$ cat config.mk
export PLATFORM = sky130hd
export DESIGN_NAME = add_scheduler_flat
export DESIGN_NICKNAME = d
export VERILOG_FILES = /design/src/rtl/add_scheduler_if.sv /design/src/rtl/add_scheduler.sv /design/src/flat_wrapper.sv
export SDC_FILE = /design/constraint.sdc
export NUM_CORES = 1
export LEC_CHECK = 0
export CAP_MARGIN = 20
export CORE_ASPECT_RATIO = 0.9
export CORE_UTILIZATION = 39
export DETAILED_ROUTE_END_ITERATION = 16
export PLACE_DENSITY = 0.79
export SYNTH_ARGS = -nofsm -noshare
export SYNTH_HDL_FRONTEND = slang
export SYNTH_SLANG_ARGS = --single-unit
$ cat constraint.sdc
create_clock -name clk -period 1.9 [get_ports clk]
set_input_delay 0.38 -clock clk [delete_from_list [all_inputs] [get_ports clk]]
set_output_delay 0.38 -clock clk [all_outputs]
set_load 0.01 [all_outputs]
$ cat src/rtl/add_scheduler_if.sv
// rtl/add_scheduler_if.sv - request, shared-adder and response signals of add_scheduler
interface add_scheduler_if #(
  parameter int W = 8
);
  logic [1:0]   req_valid;
  logic [1:0]   req_ready;
  logic [W-1:0] req_a0;
  logic [W-1:0] req_b0;
  logic [W-1:0] req_a1;
  logic [W-1:0] req_b1;
  logic [W-1:0] add_num1;
  logic [W-1:0] add_num2;
  logic [W:0]   add_sout;
  logic         rsp_valid;
  logic         rsp_ready;
  logic         rsp_id;
  logic [W:0]   rsp_sum;

  // scheduler side
  modport slave (
    input  req_valid, req_a0, req_b0, req_a1, req_b1, add_sout, rsp_ready,
    output req_ready, add_num1, add_num2, rsp_valid, rsp_id, rsp_sum
  );

  // clients plus adder side
  modport master (
    output req_valid, req_a0, req_b0, req_a1, req_b1, add_sout, rsp_ready,
    input  req_ready, add_num1, add_num2, rsp_valid, rsp_id, rsp_sum
  );
endinterface

$ cat src/rtl/add_scheduler.sv
// rtl/add_scheduler.sv - round-robin sharing of one adder between two requesters
module add_scheduler #(
  parameter int W = 8
) (
  input  logic           clk,
  input  logic           rst_n,
  add_scheduler_if.slave bus,
  output logic           busy,
  output logic [7:0]     carry_count
);
  typedef enum logic [1:0] {IDLE, CALC, RESP} state_t;

  state_t     state;
  state_t     state_nxt;
  logic       last_id;
  logic       grant_valid;
  logic       grant_id;
  logic [1:0] ready_vec;
  logic       accept;
  logic       rsp_hs;

  // Ties go to whoever was not served last, so back-to-back contention alternates.
  always_comb begin
    grant_valid = 1'b0;
    grant_id    = 1'b0;
    case (bus.req_valid)
      2'b01: begin grant_valid = 1'b1; grant_id = 1'b0;     end
      2'b10: begin grant_valid = 1'b1; grant_id = 1'b1;     end
      2'b11: begin grant_valid = 1'b1; grant_id = ~last_id; end
      default: ;
    endcase
  end

  always_comb begin
    ready_vec = 2'b00;
    if (state == IDLE && grant_valid && rst_n)
      ready_vec[grant_id] = 1'b1;
  end

  assign bus.req_ready = ready_vec;
  assign accept        = |(bus.req_valid & ready_vec);
  assign rsp_hs        = (state == RESP) && bus.rsp_ready;
  assign busy          = (state != IDLE);

  always_comb begin
    state_nxt = state;
    case (state)
      IDLE:    if (accept) state_nxt = CALC;
      CALC:    state_nxt = RESP;
      RESP:    if (bus.rsp_ready) state_nxt = IDLE;
      default: state_nxt = IDLE;
    endcase
  end

  always_ff @(posedge clk or negedge rst_n) begin
    if (!rst_n)
      state <= IDLE;
    else
      state <= state_nxt;
  end

  always_ff @(posedge clk or negedge rst_n) begin
    if (!rst_n) begin
      bus.add_num1  <= '0;
      bus.add_num2  <= '0;
      bus.rsp_sum   <= '0;
      bus.rsp_id    <= 1'b0;
      bus.rsp_valid <= 1'b0;
      last_id       <= 1'b1;
      carry_count   <= 8'd0;
    end else begin
      if (accept) begin
        bus.add_num1 <= grant_id ? bus.req_a1 : bus.req_a0;
        bus.add_num2 <= grant_id ? bus.req_b1 : bus.req_b0;
        bus.rsp_id   <= grant_id;
        last_id      <= grant_id;
      end
      if (state == CALC) begin
        bus.rsp_sum   <= bus.add_sout;
        bus.rsp_valid <= 1'b1;
      end
      if (rsp_hs) begin
        bus.rsp_valid <= 1'b0;
        // Only completed handshakes count, and the counter sticks at its ceiling.
        if (bus.rsp_sum[W] && carry_count != 8'hFF)
          carry_count <= carry_count + 8'd1;
      end
    end
  end
endmodule

$ cat src/flat_wrapper.sv
// flat-port wrapper written by rule: the top's interface ports become plain ports
module add_scheduler_flat 
#(
  parameter int W = 8
)
  (clk, rst_n, busy, carry_count, bus_req_valid, bus_req_a0, bus_req_b0, bus_req_a1, bus_req_b1, bus_add_sout, bus_rsp_ready, bus_req_ready, bus_add_num1, bus_add_num2, bus_rsp_valid, bus_rsp_id, bus_rsp_sum);
  add_scheduler_if #(.W(W)) bus_i ();
  input  logic clk;
  input  logic rst_n;
  output logic busy;
  output logic [7:0] carry_count;
  input wire logic [$bits(bus_i.req_valid)-1:0] bus_req_valid;
  input wire logic [$bits(bus_i.req_a0)-1:0] bus_req_a0;
  input wire logic [$bits(bus_i.req_b0)-1:0] bus_req_b0;
  input wire logic [$bits(bus_i.req_a1)-1:0] bus_req_a1;
  input wire logic [$bits(bus_i.req_b1)-1:0] bus_req_b1;
  input wire logic [$bits(bus_i.add_sout)-1:0] bus_add_sout;
  input wire logic [$bits(bus_i.rsp_ready)-1:0] bus_rsp_ready;
  output wire logic [$bits(bus_i.req_ready)-1:0] bus_req_ready;
  output wire logic [$bits(bus_i.add_num1)-1:0] bus_add_num1;
  output wire logic [$bits(bus_i.add_num2)-1:0] bus_add_num2;
  output wire logic [$bits(bus_i.rsp_valid)-1:0] bus_rsp_valid;
  output wire logic [$bits(bus_i.rsp_id)-1:0] bus_rsp_id;
  output wire logic [$bits(bus_i.rsp_sum)-1:0] bus_rsp_sum;
  assign bus_i.req_valid = bus_req_valid;
  assign bus_i.req_a0 = bus_req_a0;
  assign bus_i.req_b0 = bus_req_b0;
  assign bus_i.req_a1 = bus_req_a1;
  assign bus_i.req_b1 = bus_req_b1;
  assign bus_i.add_sout = bus_add_sout;
  assign bus_i.rsp_ready = bus_rsp_ready;
  assign bus_req_ready = bus_i.req_ready;
  assign bus_add_num1 = bus_i.add_num1;
  assign bus_add_num2 = bus_i.add_num2;
  assign bus_rsp_valid = bus_i.rsp_valid;
  assign bus_rsp_id = bus_i.rsp_id;
  assign bus_rsp_sum = bus_i.rsp_sum;
  add_scheduler #(.W(W)) u_core (.clk(clk), .rst_n(rst_n), .bus(bus_i), .busy(busy), .carry_count(carry_count));
endmodule
==> summary by stage <==
Run status
The run finished with clean final reports.

Synth
The number of distinct library cells after synthesis is 26. The commonest cells after synthesis are dfrtp_1, inv_1, a222oi_1. The combined area of all synthesized cells is 0.00160 mm2. The top flip-flop cell by instance count after synthesis is dfrtp_1.

The synthesized design contains 38 register bits. The mean area per synthesized cell is 12.4 um2. The cell accounting for the most synthesized area is dfrtp_1. The synthesized design devotes to its leading area cell type 57.8% of total area.

The number of nets handed over by synthesis was 176. The gate count after technology mapping is 129. Yosys attributes the largest share of cell area to dfrtp_1, a222oi_1, mux2_2, inv_1, xnor2_1. In this run, synthesis inferred 0 flip-flops with an integrated enable. For this run, asynchronously set or reset flops after synthesis account for 100%. The share of the Yosys chip area taken by registers is 59.5%. The number of warning messages in the yosys log is 0. The cell with the most instances after synthesis is dfrtp_1.

Timing
The fmax is 551 MHz. The worst relative slew slack is 69.0%. Across the routed clock network, the largest skew measured is 0.00228 ns.

The final-report hold violation count is 0. Setup repair after global routing left no endpoint under its margin. Setup violations remaining at the end of the flow were counted as 0. The tightest hold path in the finished design has a slack of 0.155 ns. The transition time at the pin with the least slew margin is 0.465 ns.

After layout, the worst path uses 95.6% of the clock period. The clock period minus final worst setup slack is 1.82 ns. The max-slew violation count came to 0.

Setup path
The data required time at the worst endpoint is 1.52 ns. On the critical path the largest part of the delay comes from simple AND/OR/NAND/NOR gates. Tracing the worst setup path back leads to its startpoint at u_core.state[0]. The worst setup path is captured at a primary output. The slowest stage of the critical path is the dfrtp_1 cell.

The worst setup path is launched from a register. The critical path goes through nor3b_2 -> and3_1 -> dlygate4sd2_1. The critical path arrival is 1.44 ns. The longest individual stage delay on the worst path is 0.39 ns. The critical path is of the reg2out type.

The largest fanout of any net on the critical path is 3. The number of buffers and inverters on the critical path is 1. The worst register-to-register path begins at u_core.carry_count[0].

Die
The I/O pin count is 84. The region available for standard cell placement spans 0.00384 mm2. The die outline height is 62.8 um. The die covers 0.00437 mm2. The die is 69.6 um wide. The initial core utilization is 41.7%.

The floorplan row count is 21.

Route
The aggregate routed wire length is 4210 um. The count of TritonRoute iterations in the first routing pass is 7. Dividing the detail-routed via count by the number of cells gives 5.19. Dividing the detail-routed wire length by the instance count gives 15.8 um.

The total DRC errors in the routed layout is 0. The count of nets left with antenna violations once routing finished came out at 0. The total via count in the routed design is 1386. For this block, the initial DRC count from the detailed router was 115.

Cells and area
The net count of the finished layout is 267. Excluding fillers, the count of instances in the completed layout stands at 267. The proportion of layout cells with a drive suffix above 1 is 14.9%. The synthesis-to-layout area growth is 64.5%. The number of antenna repair diodes is 0.

Global routing
The global-route congestion overflow total is 0. The largest net degree at the start of global routing is 39. The via count of the first global-routing pass is 1454. Global routing consumed, over all layers together, 20.6% of the routing resources. The initial antenna violation count was 0. The first global-routing pass estimated 6940 um of wire.

Clocking
The maximum number of buffers from clock root to sink is 2. Clock tree synthesis inserted a total of 5 buffers. The clock transition at the registers of the reported paths is 0.07 ns. The H-tree generated during clock tree synthesis spans 2 levels.

The tree built by TritonCTS fans out to 38 sinks. The hold buffer count at CTS is 0. The insertion delay of the later-clocked pin in the worst-skew pair is 0.29 ns. The tree is rooted in a clkbuf_8.

The TritonCTS clock tree is yes.

Pwr
The largest vdd supply drop is 0.732 mV. The post-route total power is 3.66 mW. Power spread over the standard cell area amounts to 1390 mW/mm2. The static leakage is 1.20 nW.

Flow run
The reported max-cap violation count is 0.

Place
In this run, placement finished with an instance count of 259. The HPWL after detailed placement is 3160 um. At the end of routability-driven placement, the weighted congestion stood at 0.807. The count of input and output buffers is 83.

Worst hold path
The worst hold-check path type is in2async.
-- worst paths after layout --
| path | endpoint | slack [ns] | depth (start not counted) |
|---|---|---|---|
| setup / recovery | bus_req_ready[1] | 0.08 | 3 |
| hold / removal | u_core.bus.rsp_valid | 0.16 | 2 |
| setup reg to reg | u_core.carry_count[4] | 0.31 | 6 |
| hold reg to reg | u_core.bus.rsp_id | 0.51 | 2 |
| max in group asynchronous | u_core.last_id | 1.41 | 2 |
| min in group clk | u_core.bus.rsp_id | 0.51 | 2 |
-- cells by family (layout without fill, tap and decap cells) --
logic type / after synthesis / count (layout) / share of synthesized area [%]
flip-flops: 38 / 38 / 59.5
AO/OA/AOI/OAI: 20 / 20 / 11.5
XOR/XNOR: 5 / 5 / 2.73
adder cells (fa/ha/maj): 1 / 1 / 0.781
AND/OR/NAND/NOR: 29 / 29 / 10.2
multiplexers: 12 / 12 / 8.44
buffers and inverters: 24 / 116 / 6.87
-- where the power goes --
part | switching [mW] | leakage (nW) | internal, mW
Clock | 0.276 | 0.0714 | 0.560
Sequential | 0.213 | 0.470 | 1.14
Combinational | 0.562 | 0.655 | 0.905
Total | 1.05 | 1.20 | 2.61
-- sequential cells by signal, summed over array words and instances, names as in the netlist --
signal                count
u_core.last_id            1
u_core.bus.add_num1       8
u_core.bus.rsp_sum        9
u_core.bus.add_num2       8
u_core.carry_count        8
u_core.bus.rsp_valid      1
u_core.state              2
u_core.bus.rsp_id         1
-- through the flow --
step	worst slack [ns]	setup TNS (ns)	cell area [um2]	utilization (%)
after floorplan	0.365	0	1600	-
after global placement	-0.0641	-0.114	2490	65.0
after detailed placement	-0.102	-0.341	2490	65.0
after CTS	0.0731	0	2630	68.7
after global routing	0.0108	0	2640	68.7
final	0.0837	0	2640	68.7
-- layer usage --
metal	wire length [um]	global-route usage, %	share of wire [%]
met4	84	6.89	2.0
met1	1650	23.4	39
met2	2260	36.0	54
met5	0	0	0
met3	215	7.26	5.1
-- layout make-up --
cell class	instances	area, um2
clock inverters	2	60.1
flip-flops and latches	38	952
repair buffers	90	876
inverters	18	67.6
fillers	281	1200
clock buffers	6	82.6
well taps	46	57.6
multi-input cells	67	539
-- cells in the final DEF, fill, tap and decap left out, types with 2 or more instances in the layout --
cell,Yosys,routed
a21oi_1,2,2
a222oi_1,16,16
and3_1,4,4
buf_4,0,7
bufinv_16,0,2
clkbuf_8,0,6
clkdlybuf4s50_1,0,79
dfrtp_1,37,37
dlygate4sd2_1,0,2
inv_1,18,18
mux2_2,12,12
nand2_1,6,6
nand2b_1,3,3
nand3_1,2,2
nor2_1,5,5
or2_2,2,2
xnor2_1,4,4
-- repair_timing --
item                                    in CTS  in global routing
pin swaps                                    3                  2
resized for setup                            3                  1
endpoints found under the setup margin       3                  1
buffers inserted                             0                  0
Power figures use the tool's default switching activity.
